**src/rtl/cpu_ctrl_pkg.sv**
```systemverilog
// Shared types and encodings for the multicycle CPU control unit.
package cpu_ctrl_pkg;

  typedef enum logic [2:0] {
    S_IDLE,
    S_FETCH,
    S_DECODE,
    S_EXEC,
    S_MEM,
    S_WB,
    S_FAULT
  } state_t;

  typedef enum logic [2:0] {
    CLS_NOP,
    CLS_BRANCH,
    CLS_STORE,
    CLS_LOAD,
    CLS_MOVE,
    CLS_CMP,
    CLS_DP,
    CLS_ILLEGAL
  } cls_t;

  localparam logic [2:0] ALU_ADD  = 3'b100;
  localparam logic [2:0] ALU_SUB  = 3'b101;
  localparam logic [2:0] ALU_PASS = 3'b110;

  localparam logic [1:0] EXT_NONE   = 2'd0;
  localparam logic [1:0] EXT_IMM    = 2'd1;
  localparam logic [1:0] EXT_BRANCH = 2'd2;

  localparam logic [1:0] FC_NONE      = 2'd0;
  localparam logic [1:0] FC_ILLEGAL   = 2'd1;
  localparam logic [1:0] FC_FETCH_TMO = 2'd2;
  localparam logic [1:0] FC_DATA_TMO  = 2'd3;

endpackage

```
**src/rtl/multicycle_control_unit_if.sv**
```systemverilog
// Instruction and data memory handshake bundle between control unit and memories.
interface multicycle_control_unit_if;
  logic imem_req;
  logic imem_ack;
  logic dmem_req;
  logic dmem_we;
  logic dmem_ack;

  modport master (output imem_req, output dmem_req, output dmem_we,
                  input imem_ack, input dmem_ack);
  modport slave  (input imem_req, input dmem_req, input dmem_we,
                  output imem_ack, output dmem_ack);
endinterface

```
**src/rtl/ctrl_decode.sv**
```systemverilog
// Combinational instruction-class, ALU-op and extend-select decode of the latched fields.
module ctrl_decode
  import cpu_ctrl_pkg::*;
#(
  parameter int unsigned OP_W   = 2,
  parameter int unsigned INST_W = 2
) (
  input  logic [OP_W-1:0]   op,
  input  logic [INST_W-1:0] inst,
  input  logic              immin,
  output cls_t              cls,
  output logic [2:0]        alu_op,
  output logic [1:0]        ext_sel,
  output logic              illegal
);

  logic       high_op;
  logic [1:0] op_lo;
  logic [1:0] inst_lo;

  assign high_op = (op >> 2) != '0;
  assign op_lo   = op[1:0];
  assign inst_lo = inst[1:0];

  always_comb begin
    cls = CLS_ILLEGAL;
    if (!high_op) begin
      unique case (op_lo)
        2'b00: cls = immin ? CLS_BRANCH : CLS_NOP;
        2'b01: cls = CLS_ILLEGAL;
        2'b10: begin
          unique case (inst_lo)
            2'b00: cls = immin ? CLS_ILLEGAL : CLS_STORE;
            2'b01: cls = immin ? CLS_ILLEGAL : CLS_LOAD;
            2'b10: cls = CLS_MOVE;
            default: cls = CLS_CMP;
          endcase
        end
        default: cls = CLS_DP;
      endcase
    end
  end

  always_comb begin
    alu_op = ALU_ADD;
    case (cls)
      CLS_DP:   alu_op = {1'b0, inst_lo};
      CLS_CMP:  alu_op = ALU_SUB;
      CLS_MOVE: alu_op = ALU_PASS;
      default:  alu_op = ALU_ADD;
    endcase
  end

  always_comb begin
    ext_sel = EXT_NONE;
    if (cls == CLS_BRANCH) ext_sel = EXT_BRANCH;
    else if (op_lo[1] && immin) ext_sel = EXT_IMM;
  end

  assign illegal = (cls == CLS_ILLEGAL);

endmodule

```
**src/rtl/multicycle_control_unit.sv**
```systemverilog
// Multicycle instruction sequencer: fetch/decode/execute/memory/write-back with
// memory handshakes, one-cycle datapath strobes, illegal-op and timeout faults.
module multicycle_control_unit
  import cpu_ctrl_pkg::*;
#(
  parameter int unsigned OP_W    = 2,
  parameter int unsigned INST_W  = 2,
  parameter int unsigned TIMEOUT = 16,
  parameter int unsigned CNT_W   = 16
) (
  input  logic                      clk,
  input  logic                      rst,
  input  logic                      run,
  input  logic                      stall,
  input  logic [OP_W-1:0]           op_in,
  input  logic [INST_W-1:0]         inst_in,
  input  logic                      immin_in,
  multicycle_control_unit_if.master mem,
  output logic                      wreg,
  output logic                      wpc,
  output logic                      flag_we,
  output logic [1:0]                jmp_f,
  output logic [2:0]                alu_op,
  output logic [1:0]                ext_sel,
  output logic                      busy,
  output logic                      fault,
  output logic [1:0]                fault_code,
  output logic [CNT_W-1:0]          retired
);

  localparam int unsigned TMO_W = $clog2(TIMEOUT + 2);

  state_t              state_q, state_d;
  logic [OP_W-1:0]     op_q;
  logic [INST_W-1:0]   inst_q;
  logic                immin_q;
  logic                dec_valid;
  logic [TMO_W-1:0]    tmo_cnt;
  logic [1:0]          code_q, code_d;
  cls_t                cls;
  logic [2:0]          dec_alu;
  logic [1:0]          dec_ext;
  logic                illegal;
  logic                tmo_hit;
  logic                retire;
  logic                fetch_latch;

  ctrl_decode #(.OP_W(OP_W), .INST_W(INST_W)) u_decode (
    .op      (op_q),
    .inst    (inst_q),
    .immin   (immin_q),
    .cls     (cls),
    .alu_op  (dec_alu),
    .ext_sel (dec_ext),
    .illegal (illegal)
  );

  // Reaching the limit on a cycle that still has no ack; an ack that cycle wins.
  assign tmo_hit = (TIMEOUT != 0) && (tmo_cnt == TMO_W'(TIMEOUT - 1));

  always_comb begin
    state_d     = state_q;
    code_d      = code_q;
    retire      = 1'b0;
    fetch_latch = 1'b0;
    case (state_q)
      S_IDLE:   if (run) state_d = S_FETCH;
      S_FETCH: begin
        if (mem.imem_ack) begin
          fetch_latch = 1'b1;
          state_d     = S_DECODE;
        end else if (tmo_hit) begin
          state_d = S_FAULT;
          code_d  = FC_FETCH_TMO;
        end
      end
      S_DECODE: begin
        if (illegal) begin
          state_d = S_FAULT;
          code_d  = FC_ILLEGAL;
        end else begin
          state_d = S_EXEC;
        end
      end
      S_EXEC: begin
        if (!stall) begin
          case (cls)
            CLS_LOAD, CLS_STORE: state_d = S_MEM;
            CLS_MOVE, CLS_DP:    state_d = S_WB;
            default:             retire  = 1'b1;
          endcase
        end
      end
      S_MEM: begin
        if (mem.dmem_ack) begin
          if (cls == CLS_STORE) retire = 1'b1;
          else state_d = S_WB;
        end else if (tmo_hit) begin
          state_d = S_FAULT;
          code_d  = FC_DATA_TMO;
        end
      end
      S_WB:     if (!stall) retire = 1'b1;
      S_FAULT:  state_d = S_FAULT;
      default:  state_d = S_IDLE;
    endcase
    if (retire) state_d = run ? S_FETCH : S_IDLE;
  end

  always_ff @(posedge clk or posedge rst) begin
    if (rst) begin
      state_q   <= S_IDLE;
      code_q    <= FC_NONE;
      op_q      <= '0;
      inst_q    <= '0;
      immin_q   <= 1'b0;
      dec_valid <= 1'b0;
      tmo_cnt   <= '0;
      retired   <= '0;
    end else begin
      state_q <= state_d;
      code_q  <= code_d;
      if (fetch_latch) begin
        op_q      <= op_in;
        inst_q    <= inst_in;
        immin_q   <= immin_in;
        dec_valid <= 1'b1;
      end
      // FETCH and MEM are only ever entered from another state, so any change clears.
      if (state_d != state_q) tmo_cnt <= '0;
      else if (state_q == S_FETCH || state_q == S_MEM) tmo_cnt <= tmo_cnt + TMO_W'(1);
      if (retire) retired <= retired + CNT_W'(1);
    end
  end

  assign mem.imem_req = (state_q == S_FETCH);
  assign mem.dmem_req = (state_q == S_MEM);
  assign mem.dmem_we  = (state_q == S_MEM) && (cls == CLS_STORE);
  assign wreg         = (state_q == S_WB) && !stall;
  assign wpc          = (state_q == S_EXEC) && !stall && (cls == CLS_BRANCH);
  assign flag_we      = (state_q == S_EXEC) && !stall && (cls == CLS_CMP);
  assign busy         = (state_q != S_IDLE) && (state_q != S_FAULT);
  assign fault        = (state_q == S_FAULT);
  assign fault_code   = code_q;
  assign jmp_f        = dec_valid ? inst_q[1:0] : '0;
  assign alu_op       = dec_valid ? dec_alu : '0;
  assign ext_sel      = dec_valid ? dec_ext : '0;

endmodule

```
**src/flat_wrapper.sv**
```systemverilog
// flat-port wrapper written by rule: the top's interface ports become plain ports
module multicycle_control_unit_flat import cpu_ctrl_pkg::*;
#(
  parameter int unsigned OP_W    = 2,
  parameter int unsigned INST_W  = 2,
  parameter int unsigned TIMEOUT = 16,
  parameter int unsigned CNT_W   = 16
)
  (clk, rst, run, stall, op_in, inst_in, immin_in, wreg, wpc, flag_we, jmp_f, alu_op, ext_sel, busy, fault, fault_code, retired, mem_imem_req, mem_dmem_req, mem_dmem_we, mem_imem_ack, mem_dmem_ack);
  multicycle_control_unit_if mem_i ();
  input  logic clk;
  input  logic rst;
  input  logic run;
  input  logic stall;
  input  logic [OP_W-1:0] op_in;
  input  logic [INST_W-1:0] inst_in;
  input  logic immin_in;
  output logic wreg;
  output logic wpc;
  output logic flag_we;
  output logic [1:0] jmp_f;
  output logic [2:0] alu_op;
  output logic [1:0] ext_sel;
  output logic busy;
  output logic fault;
  output logic [1:0] fault_code;
  output logic [CNT_W-1:0] retired;
  output wire logic [$bits(mem_i.imem_req)-1:0] mem_imem_req;
  output wire logic [$bits(mem_i.dmem_req)-1:0] mem_dmem_req;
  output wire logic [$bits(mem_i.dmem_we)-1:0] mem_dmem_we;
  input wire logic [$bits(mem_i.imem_ack)-1:0] mem_imem_ack;
  input wire logic [$bits(mem_i.dmem_ack)-1:0] mem_dmem_ack;
  assign mem_imem_req = mem_i.imem_req;
  assign mem_dmem_req = mem_i.dmem_req;
  assign mem_dmem_we = mem_i.dmem_we;
  assign mem_i.imem_ack = mem_imem_ack;
  assign mem_i.dmem_ack = mem_dmem_ack;
  multicycle_control_unit #(.OP_W(OP_W), .INST_W(INST_W), .TIMEOUT(TIMEOUT), .CNT_W(CNT_W)) u_core (.clk(clk), .rst(rst), .run(run), .stall(stall), .op_in(op_in), .inst_in(inst_in), .immin_in(immin_in), .mem(mem_i), .wreg(wreg), .wpc(wpc), .flag_we(flag_we), .jmp_f(jmp_f), .alu_op(alu_op), .ext_sel(ext_sel), .busy(busy), .fault(fault), .fault_code(fault_code), .retired(retired));
endmodule
```
**config.mk**
```make
export PLATFORM = sky130hd
export DESIGN_NAME = multicycle_control_unit_flat
export DESIGN_NICKNAME = d
export VERILOG_FILES = /design/src/rtl/cpu_ctrl_pkg.sv /design/src/rtl/multicycle_control_unit_if.sv /design/src/rtl/ctrl_decode.sv /design/src/rtl/multicycle_control_unit.sv /design/src/flat_wrapper.sv
export SDC_FILE = /design/constraint.sdc
export NUM_CORES = 1
export LEC_CHECK = 0
export CAP_MARGIN = 20
export CORE_UTILIZATION = 40
export DETAILED_ROUTE_END_ITERATION = 10
export DONT_BUFFER_PORTS = 1
export GPL_TIMING_DRIVEN = 0
export PLACE_DENSITY = 0.54
export SYNTH_ARGS = -nofsm -noshare
export SYNTH_HDL_FRONTEND = slang
export SYNTH_SLANG_ARGS = --single-unit
```
**constraint.sdc**
```tcl
create_clock -name clk -period 4.6 [get_ports clk]
set_clock_uncertainty 0.05 [all_clocks]
set_input_delay 0.46 -clock clk [delete_from_list [all_inputs] [get_ports clk]]
set_output_delay 0.46 -clock clk [all_outputs]
set_load 0.05 [all_outputs]
```
==> metrics.csv, run 1 <==
stage,metric,value,unit
route,WL/cell,17.0,microns
worst_setup_path,CP endpoint kind,output pin,
synthesis,"count leader, synth",dfrtp_1,
hold_path,Hold/Removal Path Class,in2async,
synthesis,Mapped Nets,206,
die,Core ar.,4440,sq um
synthesis,Area contributors post-synth,"dfrtp_1 42%, xor2_1 7.0%, mux2_2 3.0%, nor3_1 2.9%, nor2_1 2.2%",
pwr,Lkg Pwr,0.978,nW
timing,Fin. Hold Viols,0,
route,WL final,4.33,mm
synthesis,Mapped Area,1890,sq um
die,total die area,5000,sq um
pwr,Comb pwr share,1.9,%
cts,Clock Root Buffer,clkbuf_8,
worst_setup_path,Crit Path Class,reg2out,
worst_setup_path,"Max FO, Critical Path",5,
timing,Tcrit/Tclk final,60.4,%
synthesis,ys async rst share,100,%
cts,post-cts sizing count,0,
die,Site Rows,24,
synthesis,YS warnings,0,
die,die height,70.7,microns
cts,worst-skew pair later-pin latency,280,ps
die,Ports,44,
finish,NumNets Final,216,
timing,Pins Over Slew Limit,0,
global_routing,largest net degree at the start of global routing,22,
route,router iterations before antenna repair,7,
place,dpl cells,247,
cts,clock-pin slew on the worst setup and hold paths,70,ps
die,Die X-Extent,70.7,microns
worst_setup_path,Worst path max stage delay,980,ps
synthesis,Post-synth EDFFs,0,
worst_setup_path,worst path required time,4090,ps
cts,H-tree depth,2,
timing,minimum clock period,2780,ps
cts,hold buffer count at CTS,0,
synthesis,"FF+latch count, synth",32,
status,outcome,finished with violations,
global_routing,initial antenna violation count,0,
global_routing,vias in the first global route,1447,
synthesis,leading area contributor after synthesis,dfrtp_1,
cts,Max clock buf depth,2,
pwr,Internal,0.000387,W
global_routing,M1 GR Usage,27.0,%
route,Vias/cell,5.92,
synthesis,Mapped Avg Cell Area,9.83,sq um
die,Initial Utilization,42.5,%
pwr,sw frac,22.4,%
pwr,clock network fraction of design power,41.7,%
global_routing,first-pass GRT wire length,7.44,mm
worst_setup_path,cells along the critical path,or4bb_1 > nor4b_2,
timing,Worst slew margin,22.1,%
cts,setup bufs post-CTS,0,
worst_setup_path,Worst setup SP type,flop,
synthesis,"Seq/Total Area, Yosys",42.4,%
synthesis,ys flop type,dfrtp_1,
worst_setup_path,critical path's slowest cell,nor4b_2,
timing,RSZ-0062 raised after global routing,no,
pwr,sequential power share,56.5,%
timing,count of final setup violators,0,
status,failing checks,design-rule violations,
pwr,worst vdd ir,153,uV
worst_setup_path,Worst EP arrival,2270,ps
finish,Finished Layout Cells,254,
global_routing,GRT overflow,0,
global_routing,Total GRT Usage,18.8,%
timing,maximum clock rate,0.360,GHz
route,routed via count,1503,
route,post-route ant nets,0,
global_routing,global route hottest layer,met1,
place,I/O Buffers,0,
cts,CTS tree,built,
synthesis,post-synthesis cell count,192,
global_routing,M3 GR Usage,6.41,%
synthesis,Commonest cells post-synth,"32 x dfrtp_1, 15 x xor2_1, 11 x nor2_1, 11 x nor3_1, 10 x nand2_1",
finish,Area Overhead vs Synth,11.0,%
cts,clk sinks,32,
global_routing,GR Util met2,26.5,%
cts,Inserted Clock Buffers,5,
pwr,Sw Pwr,0.000112,W
route,initial DRC count,111,
place,gpl congestion,0.827,
synthesis,Synth cell types,48,
synthesis,Yosys top cell area share,42.4,%
place,post-DP HPWL,3.15,mm
finish,antenna fix cells,0,
route,drt drc,4,
finish,share of layout cells above drive strength 1,13.9,%
worst_setup_path,r2r worst-path depth,6,
timing,Worst-Margin Slew,1160,ps
pwr,power per standard cell area,238,nW/um^2
flow_run,max cap viols,0,
timing,Setup TNS Final,0,ps
-- critical path, delay by kind of cell, from the launching register on --
kind,cells,cell delay (ps)
flip-flops,1,410
AND/OR/NAND/NOR,2,1580
-- layout make-up --
| type | instances | area, sq um |
|---|---|---|
| Sequential cell | 32 | 801 |
| Multi-Input combinational cell | 142 | 1020 |
| Timing Repair Buffer | 3 | 42.5 |
| Clock inverter | 2 | 12.5 |
| Tap cell | 52 | 65.1 |
| Buffer | 9 | 52.6 |
| Fill cell | 417 | 2350 |
| Clock buffer | 5 | 68.8 |
| Inverter | 9 | 33.8 |
-- per-layer routing --
metal  vias up  share of wire [%]
met2        48                 45
li1        713                  -
met4         0               0.81
met5         -                  0
met1       738                 47
met3         4                6.7
-- metrics by stage --
| step | cell area [sq um] | power, W | util, % | hold slack [ps] | setup slack (ps) |
|---|---|---|---|---|---|
| after detailed placement | 2010 | 0.000296 | 45.3 | 381 | 1940 |
| final | 2100 | 0.000498 | 47.2 | 66.4 | 1820 |
| after global routing | 2100 | 0.000517 | 47.2 | 80.9 | 1710 |
| after global placement | 1950 | 0.000293 | 43.9 | 507 | 1380 |
| after floorplan | 1890 | 0.000292 | - | 481 | 1450 |
| after CTS | 2100 | 0.000503 | 47.2 | 78.8 | 1800 |
-- logic make-up (layout without fill, tap and decap cells) --
group,after synthesis,in the layout,synth area share [%]
AND/OR/NAND/NOR,82,82,26.4
buffers and inverters,18,28,4.57
flip-flops,32,32,42.4
adder cells (fa/ha/maj),3,3,1.99
multiplexers,7,7,4.04
XOR/XNOR,18,18,8.35
AO/OA/AOI/OAI,32,32,12.3
-- power by group through the flow --
stage,Combinational [W],Clock (W),Sequential [W]
2_1_floorplan,0.00000495,0,0.000287
3_3_place_gp,0.00000652,0,0.000287
3_5_place_dp,0.00000967,0,0.000287
4_1_cts,0.00000971,0.000212,0.000281
5_1_grt,0.0000106,0.000225,0.000281
6_report,0.00000924,0.000208,0.000281
-- registers in the layout, indices dropped and copies added (netlist names) --
name / cells
u_core.inst_q: 2
u_core.immin_q: 1
u_core.state_q: 3
u_core.tmo_cnt: 5
u_core.op_q: 2
u_core.dec_valid: 1
u_core.fault_code: 2
u_core.retired: 16
-- final timing paths --
check / endpoint / startpoint / slack, ps
worst max-delay path: wpc / u_core.state_q[2]$_DFF_PP0_ / 1820
worst min-delay path: u_core.inst_q[0]$_DFFE_PP0P_ / rst / 70
worst max register to register: u_core.op_q[1]$_DFFE_PP0P_ / u_core.state_q[0]$_DFF_PP0_ / 1880
worst min register to register: u_core.tmo_cnt[4]$_DFFE_PP0P_ / u_core.tmo_cnt[4]$_DFFE_PP0P_ / 530
max in group asynchronous: u_core.retired[0]$_DFFE_PP0P_ / rst / 3920
min in group clk: u_core.inst_q[0]$_DFFE_PP0P_ / inst_in[0] / 270
-- cell usage in the layout, fill, tap and decap left out, types with 6 or more instances in the layout --
cell      count
a21oi_1       8
clkbuf_1      6
dfrtp_1      32
inv_1         9
nand2_1      10
nand3_1       7
nor2_1       11
nor3_1       11
o21ai_0       6
xor2_1       15
No activity file was read; power rests on OpenSTA's default activity.
==> run 2: changes to the inputs <==
Settings changed: PLACE_DENSITY 0.54 to 0.56.
Clock period 4.6 ns to 2.4 ns, I/O delays scaled along.
==> metrics.csv, run 2 (same netlist as run 1, synthesis figures left out) <==
stage,metric,value,unit
status,outcome,finished with violations,
status,failing checks,design-rule violations,
worst_setup_path,Worst EP arrival,2470,ps
cts,clock-pin slew on the worst setup and hold paths,70,ps
die,Ports,44,
route,router iterations before antenna repair,7,
worst_setup_path,worst path required time,2550,ps
pwr,sw frac,19.1,%
finish,Biggest register,u_core.retired,
worst_setup_path,CP endpoint kind,flop,
worst_setup_path,"setup slack, reg-to-reg",80,ps
pwr,Lkg Pwr,1.02,nW
place,I/O Buffers,0,
pwr,Comb pwr share,1.7,%
route,routed via count,1531,
worst_setup_path,Worst setup SP type,flop,
worst_setup_path,cells along the critical path,or4b_4 > o31ai_4 > nor2_4 > buf_6 > nor3_1 > xor2_1,
cts,Inserted Clock Buffers,5,
die,die height,70.7,microns
place,post-DP HPWL,3.14,mm
global_routing,largest net degree at the start of global routing,25,
route,WL final,4.40,mm
global_routing,vias in the first global route,1499,
place,gpl congestion,0.876,
global_routing,first-pass GRT wire length,7.24,mm
worst_setup_path,Crit Path Class,reg2reg,
timing,Fin. Hold Viols,0,
finish,number of flip-flops under the largest register name,16,
finish,Util after Layout,50.1,%
route,initial DRC count,112,
hold_path,Hold/Removal Path Class,in2reg,
timing,Tcrit/Tclk final,96.6,%
place,area post-placement,2010,sq um
global_routing,initial antenna violation count,0,
route,post-route ant nets,0,
finish,NumNets Final,219,
cts,Clock Root Buffer,clkbuf_8,
finish,Top Registers,"u_core.retired: 16 flops, u_core.tmo_cnt: 5 flops, u_core.state_q: 3 flops",
flow_run,max cap viols,0,
finish,Final Cell Area,2220,sq um
timing,Pins Over Slew Limit,0,
finish,Area Overhead vs Synth,17.8,%
worst_setup_path,Worst path max stage delay,620,ps
cts,CTS tree,built,
finish,antenna fix cells,0,
route,drt drc,2,
die,Initial Utilization,42.5,%
finish,most frequent cells in the layout,"31 x dfrtp_1, 15 x xor2_1, 10 x nand2_1, 10 x nor3_1, 9 x inv_1",
pwr,power per standard cell area,507,nW/um^2
route,WL/cell,17.1,microns
die,total die area,5000,sq um
worst_setup_path,"Max FO, Critical Path",10,
timing,count of final setup violators,0,
timing,Worst slew margin,38.2,%
global_routing,GRT overflow,0,
pwr,clock network fraction of design power,50.5,%
cts,worst-skew pair later-pin latency,280,ps
die,Core ar.,4440,sq um
finish,Finished Layout Cells,258,
pwr,sequential power share,47.8,%
die,Site Rows,24,
cts,Max clock buf depth,2,
pwr,Internal,0.000912,W
cts,clk sinks,32,
finish,"commonest non-fill, non-tap cell in the layout",dfrtp_1,
timing,maximum clock rate,0.431,GHz
finish,filler instances,425,
timing,minimum clock period,2320,ps
finish,share of layout cells above drive strength 1,19.4,%
die,Die X-Extent,70.7,microns
worst_setup_path,critical path's slowest cell,or4b_4,
pwr,Sw Pwr,0.000215,W
cts,H-tree depth,2,
place,dpl cells,247,
global_routing,Total GRT Usage,18.6,%
route,Vias/cell,5.93,
timing,Worst-Margin Slew,925,ps
pwr,worst vdd ir,262,uV
-- run 2: through the flow --
| stage | TNS [ps] | power (W) | hold slack (ps) | setup slack (ps) |
|---|---|---|---|---|
| 3_5_place_dp | -1010 | 0.000568 | 112 | -256 |
| 5_1_grt | -12.9 | 0.00117 | 27.7 | -7.55 |
| 2_1_floorplan | 0 | 0.000559 | 306 | 52.8 |
| 6_report | 0 | 0.00113 | 32.3 | 81.3 |
| 4_1_cts | 0 | 0.00115 | 24.0 | 33.7 |
| 3_3_place_gp | -911 | 0.000562 | 313 | -230 |
-- run 2: area by class of cell --
| class | instances | area [sq um] | area share (%) |
|---|---|---|---|
| clock inverters | 1 | 30.0 | 1.35 |
| well taps | 52 | 65.1 | 2.92 |
| plain buffers | 9 | 52.6 | 2.36 |
| flip-flops and latches | 32 | 802 | 36.1 |
| clock buffers | 7 | 96.3 | 4.33 |
| inverters | 9 | 33.8 | 1.52 |
| multi-input cells | 142 | 1080 | 48.4 |
| repair buffers | 6 | 67.6 | 3.04 |
-- run 2: worst max-delay path: cells and delay by family (launching register included) --
family / cells / cell delay [ps]
buffers and inverters: 1 / 170
AOI/OAI and AO/OA: 1 / 380
and+or+nand+nor: 3 / 960
xor gates and xnor gates: 1 / 190
DFF: 1 / 490
-- run 2: path summary, 6_finish.rpt --
check	cells after the start	end	from
min reg2reg	2	u_core.tmo_cnt[4]$_DFFE_PP0P_	u_core.tmo_cnt[4]$_DFFE_PP0P_
max in group asynchronous	3	u_core.retired[6]$_DFFE_PP0P_	rst
min	2	u_core.op_q[0]$_DFFE_PP0P_	op_in[0]
max reg2reg	6	u_core.retired[8]$_DFFE_PP0P_	u_core.op_q[0]$_DFFE_PP0P_
max	6	u_core.retired[8]$_DFFE_PP0P_	u_core.op_q[0]$_DFFE_PP0P_
min in group asynchronous	2	u_core.inst_q[0]$_DFFE_PP0P_	rst
-- run 2: timing repair --
action | CTS | global route
pin swaps | 0 | 1
resized for setup | 3 | 11
buffers inserted | 0 | 2
hold endpoints to repair | 8 | 0
hold buffers | 1 | 0
setup endpoints to repair | 7 | 8
-- run 2: metal layers --
metal / share of wire [%] / track usage [%] / vias up
li1: - / - / 719
met1: 43 / 24.0 / 764
met2: 50 / 29.9 / 42
met3: 5.6 / 5.70 / 6
met4: 1.1 / 5.78 / 0
met5: 0 / 0 / -
-- run 2: power groups by stage --
stage               registers [W]   logic [W]  clock network (W)
CTS                      0.000539   0.0000199           0.000587
global placement         0.000549   0.0000125                  0
global route             0.000539   0.0000216           0.000614
floorplan                0.000549  0.00000948                  0
detailed placement       0.000549   0.0000185                  0
finish                   0.000539   0.0000189           0.000570
==> run 3: changes to the inputs <==
Settings changed: CORE_UTILIZATION 40 to 56, PLACE_DENSITY 0.56 to 0.74.
==> metrics.csv, run 3 (same netlist as run 1, synthesis figures left out) <==
stage,metric,value,unit
status,outcome,completed,
finish,NumNets Final,222,
global_routing,GRT overflow,0,
finish,Biggest register,u_core.retired,
route,router iterations before antenna repair,4,
pwr,worst vdd ir,343,uV
global_routing,first-pass GRT wire length,6.96,mm
timing,Fin. Hold Viols,0,
die,Die X-Extent,60.1,microns
die,Ports,44,
cts,H-tree depth,2,
hold_path,Hold/Removal Path Class,in2reg,
finish,most frequent cells in the layout,"31 x dfrtp_1, 15 x xor2_1, 11 x nor3_1",
die,Core ar.,3130,sq um
route,Vias/cell,6.31,
timing,WHS,41.1,ps
worst_setup_path,Worst setup SP type,flop,
die,Site Rows,20,
die,Initial Utilization,60.4,%
worst_setup_path,CP endpoint kind,output pin,
cts,clock-pin slew on the worst setup and hold paths,100,ps
global_routing,vias in the first global route,1532,
cts,CTS tree,built,
global_routing,largest net degree at the start of global routing,25,
worst_setup_path,Worst path max stage delay,700,ps
route,drt drc,0,
worst_setup_path,Worst EP arrival,2060,ps
pwr,sequential power share,63.0,%
route,routed via count,1591,
global_routing,global route hottest layer,met2,
pwr,Lkg Pwr,0.995,nW
timing,Pins Over Slew Limit,0,
worst_setup_path,worst path required time,2110,ps
global_routing,M1 GR Usage,35.1,%
timing,Worst slew margin,38.3,%
finish,antenna fix cells,0,
global_routing,M3 GR Usage,6.93,%
die,die height,60.1,microns
global_routing,GR Util met2,41.4,%
pwr,Internal,0.000659,W
timing,RSZ-0062 raised after global routing,yes,
pwr,overall power,0.000854,W
worst_setup_path,Crit Path Class,reg2out,
worst_setup_path,cells along the critical path,or4bb_4 > nor4b_4,
cts,clk sinks,32,
die,total die area,3610,sq um
place,post-DP HPWL,2.98,mm
finish,share of layout cells above drive strength 1,17.3,%
finish,Top Registers,"u_core.retired: 16 flops, u_core.tmo_cnt: 5 flops, u_core.state_q: 3 flops",
global_routing,Total GRT Usage,26.7,%
cts,Clock Root Buffer,clkbuf_4,
worst_setup_path,Worst path top cell family by delay,simple AND/OR/NAND/NOR gates,
route,WL/cell,16.7,microns
cts,worst-skew pair later-pin latency,340,ps
pwr,Comb pwr share,3.0,%
cts,Max clock buf depth,2,
place,gpl congestion,0.827,
timing,count of final setup violators,0,
finish,Final Cell Area,2160,sq um
pwr,sw frac,22.9,%
cts,setup bufs post-CTS,0,
worst_setup_path,critical path's slowest cell,nor4b_4,
worst_setup_path,Stages on worst setup path,2,
timing,Tcrit/Tclk final,97.8,%
pwr,clock network fraction of design power,34.0,%
route,initial DRC count,85,
global_routing,initial antenna violation count,0,
place,area post-placement,2000,sq um
finish,number of flip-flops under the largest register name,16,
flow_run,max cap viols,0,
timing,Worst-Margin Slew,924,ps
cts,Inserted Clock Buffers,5,
worst_setup_path,worst path buffer plus inverter count,0,
timing,maximum clock rate,0.426,GHz
worst_setup_path,r2r worst-path depth,5,
hold_path,hold-critical path depth,2,
finish,Area Overhead vs Synth,14.4,%
pwr,Sw Pwr,0.000196,W
route,WL final,4.22,mm
route,post-route ant nets,0,
pwr,power per standard cell area,395,nW/um^2
timing,minimum clock period,2350,ps
finish,"commonest non-fill, non-tap cell in the layout",dfrtp_1,
place,I/O Buffers,0,
worst_setup_path,"Max FO, Critical Path",5,
-- run 3: metrics by stage --
step	std cells	setup slack (ps)	utilization (%)	TNS [ps]
global placement	236	-228	62.7	-908
detailed placement	239	-260	64.1	-1060
global route	252	-29.0	69.1	-29.0
floorplan	192	52.8	-	0
CTS	252	0.536	68.0	0
finish	252	51.7	69.1	0
-- run 3: path summary, 6_finish.rpt --
kind | start | to | slack (ps)
hold / removal | run | u_core.state_q[0]$_DFF_PP0_ | 40
min in group asynchronous | rst | u_core.fault_code[1]$_DFFE_PP0P_ | 300
setup reg to reg | u_core.op_q[0]$_DFFE_PP0P_ | u_core.retired[11]$_DFFE_PP0P_ | 130
hold reg to reg | u_core.tmo_cnt[4]$_DFFE_PP0P_ | u_core.tmo_cnt[4]$_DFFE_PP0P_ | 530
setup / recovery | u_core.state_q[2]$_DFF_PP0_ | wpc | 50
max in group asynchronous | rst | u_core.retired[2]$_DFFE_PP0P_ | 1520
-- run 3: power by group through the flow --
stage | Sequential [W] | Combinational, W | Clock, W
global route | 0.000539 | 0.0000286 | 0.000325
floorplan | 0.000549 | 0.00000948 | 0
CTS | 0.000539 | 0.0000259 | 0.000295
detailed placement | 0.000549 | 0.0000186 | 0
finish | 0.000539 | 0.0000254 | 0.000290
global placement | 0.000549 | 0.0000121 | 0
-- run 3: per-layer routing --
metal,vias up,part of all wire (%)
met2,68,50
met4,0,2.1
met3,11,7.6
met5,-,0
li1,727,-
met1,785,41
-- run 3: cell type report --
type / count / area (sq um)
plain buffers: 9 / 53.8
clock buffers: 6 / 41.3
clock inverters: 1 / 5.00
fillers: 252 / 967
inverters: 9 / 33.8
multi-input cells: 142 / 1070
flip-flops and latches: 32 / 802
well taps: 44 / 55.1
repair buffers: 9 / 103
-- run 3: what timing repair did --
item / CTS / global route
gates resized for setup: 3 / 12
hold buffers: 6 / 0
setup endpoints to repair: 7 / 18
hold endpoints to repair: 13 / 0
pin swaps: 0 / 4
